==> src/rtl/interrupt_pkg.sv <==
// Shared types and widths for the interrupt entry sequencer.
// Holds the FSM state encoding and the default vector slot address.
package interrupt_pkg;

    localparam int unsigned PC_W   = 32;
    localparam int unsigned DATA_W = 16;
    localparam int unsigned FLAG_W = 3;

    localparam logic [DATA_W-1:0] VECTOR_ADDR_DEF = 16'h0000;

    typedef enum logic [2:0] {
        StIdle,
        StDrain,
        StPushPcH,
        StPushPcL,
        StPushFlg,
        StVecH,
        StVecL,
        StLoad
    } irq_state_t;

endpackage

==> src/rtl/irq_edge_latch.sv <==
// Rising-edge detector with a one-deep pending latch for the interrupt request.
// A clear has priority, so an edge arriving while the request is taken is lost.
module irq_edge_latch (
    input  logic i_clk,
    input  logic i_rst_n,
    input  logic i_irq,
    input  logic i_clear,
    output logic o_pending
);

    logic r_irq_q;
    logic r_pending;
    logic w_rise;

    assign w_rise    = i_irq & ~r_irq_q;
    assign o_pending = r_pending;

    always_ff @(posedge i_clk or negedge i_rst_n) begin
        if (!i_rst_n) begin
            r_irq_q   <= 1'b0;
            r_pending <= 1'b0;
        end else begin
            r_irq_q <= i_irq;
            if (i_clear) begin
                r_pending <= 1'b0;
            end else if (w_rise) begin
                r_pending <= 1'b1;
            end
        end
    end

endmodule

==> src/rtl/interrupt_sequencer.sv <==
// Interrupt entry controller: drains the pipeline, pushes PC and flags,
// fetches the handler vector and loads it into the fetch-stage PC.
module interrupt_sequencer
    import interrupt_pkg::*;
#(
    parameter logic [DATA_W-1:0] VECTOR_ADDR  = VECTOR_ADDR_DEF,
    parameter int unsigned       DRAIN_CYCLES = 3
) (
    input  logic              i_clk,
    input  logic              i_rst_n,
    input  logic              i_interrupt_signal,
    input  logic              i_rti_done,
    input  logic              i_jump_pending,
    input  logic [PC_W-1:0]   i_resume_pc,
    input  logic [FLAG_W-1:0] i_flags,
    input  logic [DATA_W-1:0] i_mem_rdata,
    output logic              o_stall_fetch,
    output logic              o_clear_instruction,
    output logic              o_mem_req,
    output logic              o_mem_we,
    output logic              o_mem_push,
    output logic [DATA_W-1:0] o_mem_addr,
    output logic [DATA_W-1:0] o_mem_wdata,
    output logic              o_pc_write,
    output logic [PC_W-1:0]   o_pc_value,
    output logic              o_in_service
);

    localparam int unsigned CNT_W = (DRAIN_CYCLES > 1) ? $clog2(DRAIN_CYCLES + 1) : 1;

    irq_state_t           r_state;
    irq_state_t           w_state_d;
    logic [CNT_W-1:0]     r_drain_cnt;
    logic [CNT_W-1:0]     w_drain_cnt_d;
    logic [PC_W-1:0]      r_pc_save;
    logic [DATA_W-1:0]    r_vec_hi;
    logic                 r_in_service;
    logic                 w_pending;
    logic                 w_enter;
    logic                 w_drain_exit;

    irq_edge_latch u_edge_latch (
        .i_clk     (i_clk),
        .i_rst_n   (i_rst_n),
        .i_irq     (i_interrupt_signal),
        .i_clear   (w_enter),
        .o_pending (w_pending)
    );

    always_comb begin
        w_state_d           = r_state;
        w_drain_cnt_d       = r_drain_cnt;
        w_enter             = 1'b0;
        w_drain_exit        = 1'b0;
        o_stall_fetch       = 1'b0;
        o_clear_instruction = 1'b0;
        o_mem_req           = 1'b0;
        o_mem_we            = 1'b0;
        o_mem_push          = 1'b0;
        o_mem_addr          = '0;
        o_mem_wdata         = '0;
        o_pc_write          = 1'b0;
        o_pc_value          = '0;

        if (r_state != StIdle) begin
            o_stall_fetch       = 1'b1;
            o_clear_instruction = 1'b1;
        end

        unique case (r_state)
            StIdle: begin
                if (w_pending && !r_in_service) begin
                    w_enter       = 1'b1;
                    w_state_d     = StDrain;
                    w_drain_cnt_d = CNT_W'(DRAIN_CYCLES);
                end
            end
            StDrain: begin
                // The counter includes the current bubble, so a count of 1 or 0 is the last one.
                if (!i_jump_pending) begin
                    if (r_drain_cnt <= CNT_W'(1)) begin
                        w_drain_exit = 1'b1;
                        w_state_d    = StPushPcH;
                    end
                    if (r_drain_cnt != '0) begin
                        w_drain_cnt_d = r_drain_cnt - CNT_W'(1);
                    end
                end
            end
            StPushPcH: begin
                o_mem_req   = 1'b1;
                o_mem_we    = 1'b1;
                o_mem_push  = 1'b1;
                o_mem_wdata = r_pc_save[PC_W-1:DATA_W];
                w_state_d   = StPushPcL;
            end
            StPushPcL: begin
                o_mem_req   = 1'b1;
                o_mem_we    = 1'b1;
                o_mem_push  = 1'b1;
                o_mem_wdata = r_pc_save[DATA_W-1:0];
                w_state_d   = StPushFlg;
            end
            StPushFlg: begin
                o_mem_req   = 1'b1;
                o_mem_we    = 1'b1;
                o_mem_push  = 1'b1;
                o_mem_wdata = {{(DATA_W - FLAG_W){1'b0}}, i_flags};
                w_state_d   = StVecH;
            end
            StVecH: begin
                o_mem_req  = 1'b1;
                o_mem_addr = VECTOR_ADDR;
                w_state_d  = StVecL;
            end
            StVecL: begin
                o_mem_req  = 1'b1;
                o_mem_addr = VECTOR_ADDR + DATA_W'(1);
                w_state_d  = StLoad;
            end
            StLoad: begin
                o_pc_write = 1'b1;
                o_pc_value = {r_vec_hi, i_mem_rdata};
                w_state_d  = StIdle;
            end
            default: begin
                w_state_d = StIdle;
            end
        endcase
    end

    always_ff @(posedge i_clk or negedge i_rst_n) begin
        if (!i_rst_n) begin
            r_state      <= StIdle;
            r_drain_cnt  <= '0;
            r_pc_save    <= '0;
            r_vec_hi     <= '0;
            r_in_service <= 1'b0;
        end else begin
            r_state     <= w_state_d;
            r_drain_cnt <= w_drain_cnt_d;
            // Sampled on drain exit so a branch resolved during the drain is honoured.
            if (w_drain_exit) begin
                r_pc_save <= i_resume_pc;
            end
            if (r_state == StVecL) begin
                r_vec_hi <= i_mem_rdata;
            end
            if (r_state == StLoad) begin
                r_in_service <= 1'b1;
            end else if (i_rti_done) begin
                r_in_service <= 1'b0;
            end
        end
    end

    assign o_in_service = r_in_service;

endmodule

==> config.mk <==
export PLATFORM = sky130hd
export DESIGN_NAME = interrupt_sequencer
export DESIGN_NICKNAME = d
export VERILOG_FILES = /design/src/rtl/interrupt_pkg.sv /design/src/rtl/irq_edge_latch.sv /design/src/rtl/interrupt_sequencer.sv
export SDC_FILE = /design/constraint.sdc
export NUM_CORES = 1
export LEC_CHECK = 0
export CAP_MARGIN = 20
export CORE_UTILIZATION = 46
export DETAILED_ROUTE_END_ITERATION = 8
export GPL_ROUTABILITY_DRIVEN = 0
export GPL_TIMING_DRIVEN = 0
export PLACE_DENSITY = 0.83
export SYNTH_ARGS = -nofsm -noshare
export SYNTH_HDL_FRONTEND = slang
export SYNTH_SLANG_ARGS = --single-unit
==> constraint.sdc <==
create_clock -name i_clk -period 2.5 [get_ports i_clk]
set_input_delay 0.75 -clock i_clk [delete_from_list [all_inputs] [get_ports i_clk]]
set_output_delay 0.75 -clock i_clk [all_outputs]
set_load 0.03 [all_outputs]
==> Yosys cells after proc, flatten, opt, wreduce, memory -nomap -nowiden <==
Cells that the tools add are included.
{ "word_totals": {"ff_bits": 56, "latch_bits": 0, "ramBits": 0, "rom_bits": 0, "in_bits": 56, "output_inout_bits": 71, "wordCells": 58, "n_memories": 0} }
{ "op_classes": {"n_addsub": 1, "mul": 0, "div": 0, "magnitude_cmp": 1, "n_eq_ne": 11, "shifts": 0, "mux": 24, "n_bitwise": 2, "reduce_logical": 12} }
{ "ops": {"columns": ["op", "count"], "rows": [
  ["16-bit case mux with 3 select lines", 1],
  ["32-bit two-way mux", 1],
  ["3-bit case mux with 8 select lines", 1],
  ["1-bit two-way mux", 14],
  ["3-bit equality test (second input constant)", 4],
  ["3-bit two-way mux", 3],
  ["2-bit inequality test (second input constant)", 4],
  ["2-bit nonzero test", 4],
  ["3-bit by 2-bit equality test with 1-bit output (second input constant)", 2],
  ["2-bit two-way mux", 3],
  ["5-bit OR reduction", 1],
  ["2-bit case mux with 2 select lines", 1],
  ["4-bit AND reduction", 1],
  ["3-bit by 1-bit equality test with 1-bit output (second input constant)", 1],
  ["3-bit zero test", 1],
  ["3-bit AND reduction", 1],
  ["3-bit nonzero test", 1],
  ["3-bit OR reduction", 1],
  ["2-bit by 1-bit <= comparator with 1-bit output (second input constant)", 1],
  ["2-bit by 1-bit subtractor with 2-bit output (second input constant)", 1],
  ["1-bit bitwise AND", 1],
  ["1-bit logical AND", 1],
  ["1-bit zero test", 1],
  ["1-bit inverter", 1]
]} }

==> Depth between registers and ports, before layout <==
{ "depth": {"word_depth": 5, "ltp_mapped": 6, "ltp_nobuf": 5} }

==> By module <==
From an unflattened synthesis, not the netlist that was laid out.
{ "hier_totals": {"hier_cells": 243, "area_unflattened_um2": 2995.4} }
{ "modules_own_cells": {"columns": ["module", "instances", "cells_per_inst", "area_per_inst_um2", "seq_area_each_um2"], "rows": [
  ["interrupt_sequencer", 1, 238, 2926.6, 1351.3],
  ["irq_edge_latch", 1, 5, 68.8, 50.0]
]} }

==> Least setup slack after synthesis <==
No wires, ideal clock.
{ "synth_timing": {"path_type": "flip-flop to output port", "startpoint": "register r_state[2]", "endpoint": "output port o_mem_we", "t_arrival_ps": 1687, "setup_slack_ps": 63, "stages_incl_launch_ff": 5, "path_buffers": 2, "path_cell_list": "dfrtp_1 > buf_2 > nand2b_1 > o21ai_0 > buf_4"} }
{ "synth_via": {"elab_chain_cells": 3} }
{ "synth_rtl": {"columns": ["item", "line", "text"], "rows": [
  ["start, declared", "interrupt_sequencer.sv:31", "irq_state_t r_state;"],
  ["start signal, assigned", "interrupt_sequencer.sv:134", "r_state <= StIdle;"],
  ["start signal, assigned", "interrupt_sequencer.sv:140", "r_state <= w_state_d;"],
  ["3-bit equality test / 3-bit by 2-bit equality test with 1-bit output (equally long branches)", null, null],
  ["3-bit OR reduction (no line) (*)", null, null],
  ["1-bit two-way mux (*)", null, null],
  ["end, declared", "interrupt_sequencer.sv:20", "output logic o_mem_we,"]
]} }
Mark *: on every way between the ends. The rest lies on a longest branch, timed or not.

==> Worst setup path after layout <==
{ "layout_timing": {"startpoint": "input port i_mem_rdata[3]", "endpoint": "output port o_pc_value[3]"} }
{ "layout_via": {"elab_chain_cells": 1} }
{ "layout_rtl": {"columns": ["item", "line", "text"], "rows": [
  ["start, declared", "interrupt_sequencer.sv:16", "input logic [DATA_W-1:0] i_mem_rdata,"],
  ["32-bit two-way mux", "interrupt_sequencer.sv:70", "unique case (r_state)"],
  ["end, declared", "interrupt_sequencer.sv:25", "output logic [PC_W-1:0] o_pc_value,"]
]} }
No other way between the ends.

==> impl_metrics.csv <==
group,metric,value,unit
drt,dr_total_vias,2196,
placement,dp.cells,446,
clock_tree,root_buffer,"clkbuf_8",
worst_setup_path,worstReg2RegStart,"r_state[2]$_DFFE_PN0P_",
drt,postRouteAntennaNets,0,
global_route,grt-ovfl-total,0,
clock_tree,cts_made_buffers,5,
worst_setup_path,crit_family,"buffers and inverters",
worst_setup_path,cp_data_arrival_time,1.72,ns
synth,synth_cells,245,
clock_tree,cts_tree,"built",
synth,synthArstFlopShare,1.00,
final_layout,num_antenna_cells,0,
synth,synth_top_area_frac,0.470,
worst_setup_path,path_cells,"clkdlybuf4s50_1 -> and2_1 -> clkdlybuf4s15_1",
min_path,min_path_type,"in -> async",
final_layout,drive_above_1_share,0.395,
floorplanning,num_rows,28,
sta,fin_tns_setup,0,ns
worst_setup_path,critPathSlowestCell,"clkdlybuf4s50_1",
synth,synth.area.mux_share,0.266,
synth,yosys.area.top_type,"dfrtp_1",
synth,ys_warn_count,0,
synth,synth_cell_types,34,
run,cap_violations,0,
drt,via_per_inst,4.86,
outcome,status,"complete, no violations",
synth,synthAdderAreaFrac,0.00839,
synth,synthTopCellsByCount,"dfrtp_1 (56), and2_1 (32), mux2_4 (30)",
sta,report.final.slew_viol_count,0,
drt,drtIter0Drc,76,
synth,avgSynthCellArea,12.2,µm²
synth,synth_xor_area_frac,0.00294,
global_route,grt_max_degree,42,
synth,synth_seq_area_share,0.470,
clock_tree,htreeDepth,2,
synth,synth-compound-area-share,0.0390,
synth,synth_top_family_by_area,"multiplexers",
power,finalPower,4.82,mW
floorplanning,pin_count,127,
floorplanning,fp.dieH,82.5,µm
worst_setup_path,start_kind,"primary input",
worst_setup_path,criticalPathCategory,"in -> out",
floorplanning,fp.dieW,82.5,µm
power,p_leak,2.15,nW
clock_tree,holdBufCountCts,0,
worst_setup_path,critPathCaptureType,"output port",
final_layout,fin_nets,437,
clock_tree,clock_latency,0.31,ns
floorplanning,start_util,0.489,
drt,drtPass1Iterations,6,
clock_tree,clock-sinks,56,
synth,synth_flop_cell,"dfrtp_1",
global_route,grt_pass1_vias,2199,
sta,fin_crit_sh,0.987,
sta,clock_skew,0.00713,ns
synth,synth.most_common_cell,"dfrtp_1",
final_layout,fin_area,4180,µm²
drt,routed_wl,6680,µm
worst_setup_path,crit_buf_inv,2,
clock_tree,path_clk_slew,0.09,ns
drt,drc,0,
worst_setup_path,required,1.75,ns
global_route,grt.total_usage,0.205,
sta,setup_violations,0,
synth,ys_ff_latch,56,
synth,synth_simple_gate_area_frac,0.133,
placement,portBuffers,111,
worst_setup_path,critPathMaxFanout,2,
sta,hold_violations,0,
power,p_per_area,1150,nW/µm²
floorplanning,core_area,6100,µm²
sta,timing.fmax,0.405,GHz
synth,syn-cell-area,2980,µm²
sta,rsz0062_at_grt,"no",
drt,wl_per_cell,14.8,µm
synth,synth_area_leaders,"dfrtp_1 (47%), mux2_4 (15%), mux2_2 (6.8%), and2_1 (6.7%), mux2i_1 (4.7%)",
global_route,grt_pass1_wl,10300,µm
power,ir_drop,0.000628,V
floorplanning,dieArea,6810,µm²
final_layout,finalNonFillerCells,452,
sta,finalCriticalPeriod,2.47,ns
worst_setup_path,cpPeakStageDelay,0.48,ns
placement,dp_hpwl,5080,µm
global_route,antenna_found_initial,0,
placement,placed_cell_area,4260,µm²
final_layout,syn_to_final_growth,40.3,%
synth,synth_edf_count,0,
clock_tree,cts_max_path_buffers,2,
worst_setup_path,crit_path_start,"i_mem_rdata[3]",
sta,fin_hold_ws,0.356,ns
## kinds of logic (layout without fill, tap and decap cells)
group / after synthesis / count (layout)
and+or+nand+nor: 68 / 68
muxes: 62 / 62
DFF: 56 / 56
buffers and inverters: 38 / 156
AOI/OAI and AO/OA: 17 / 17
adders and majority gates: 2 / 2
other: 1 / 15
xor gates and xnor gates: 1 / 1
## per-layer routing
layer | wire length [µm] | part of all wire | track usage | vias up
met4 | 76 | 0.011 | 0.0741 | 0
met5 | 0 | 0 | 0 | -
met3 | 808 | 0.12 | 0.0670 | 9
li1 | - | - | - | 1060
met1 | 2650 | 0.40 | 0.238 | 1017
met2 | 3150 | 0.47 | 0.353 | 110
## report_power, final
group          internal, mW  total [mW]  switching (mW)  leakage, nW
sequential             1.36        1.62           0.253        0.663
combinational          1.35        2.75            1.39         1.45
clock                 0.182       0.453           0.271       0.0359
total                  2.90        4.82            1.92         2.15
## layout by cell type, fill, tap and decap left out, drive strengths merged
master	netlist	final
conb	1	15
nor2	18	18
or2b	1	1
clkdlybuf4s15	0	6
nand2b	4	4
inv	7	7
xnor2	1	1
a22oi	3	3
nand2	2	2
a211oi	1	1
mux2i	14	14
ha	2	2
nor4b	1	1
and3b	1	1
a21oi	4	4
and3	2	2
a21o	1	1
nand3b	1	1
nor3b	1	1
nor3	1	1
clkbuf	3	15
buf	28	72
dfrtp	56	56
a221oi	1	1
o2bb2ai	3	3
mux2	48	48
and2	32	32
clkdlybuf4s50	0	55
nor4	1	1
nor2b	3	3
a211o	1	1
o21ai	3	3
dlygate4sd2	0	1
## state kept, by name, indices dropped and copies added (netlist names)
name and count:
o_in_service 1, r_drain_cnt 2, r_state 3, u_edge_latch.r_irq_q 1
u_edge_latch.o_pending 1, r_pc_save 32, r_vec_hi 16
## metrics by stage
stage | utilization | setup WS (ns)
floorplan | - | 0.0628
CTS | 0.712 | -0.00312
detailed placement | 0.698 | -0.498
finish | 0.686 | 0.0316
global placement | 0.696 | -0.998
global route | 0.686 | 0.000459
## timing repair
action / CTS / global route
setup buffers: 1 / 1
gates resized for setup: 187 / 97
endpoints found under the setup margin: 55 / 51
## area by class of cell
type                       instances  area [µm²]
clock buffer                       5        68.8
fill                             477        1910
tap                               75        93.8
buffer                            30         240
inverter                           7        26.3
sequential                        56        1400
multi-input combinational        165        1430
timing repair buffer             114         925
## worst register-to-register path, delay by kind of cell (launching register included)
family / cells / cell delay [ns]
muxes: 1 / 0.31
and+or+nand+nor: 2 / 0.49
buffers and inverters: 2 / 0.35
DFF: 1 / 0.40
## worst paths after layout
path	endpoint	slack, ns	cells past startpoint
max	o_pc_value[3]	0.03	3
min	r_drain_cnt[1]$_DFFE_PN0P_	0.36	1
max reg2reg	r_pc_save[24]$_DFFE_PN0P_	0.84	5
min reg2reg	r_vec_hi[13]$_DFFE_PN0P_	0.50	1
max in group asynchronous	r_state[1]$_DFFE_PN0P_	1.59	2
min in group i_clk	r_vec_hi[13]$_DFFE_PN0P_	0.50	1
(Power assumes the default switching activity.)
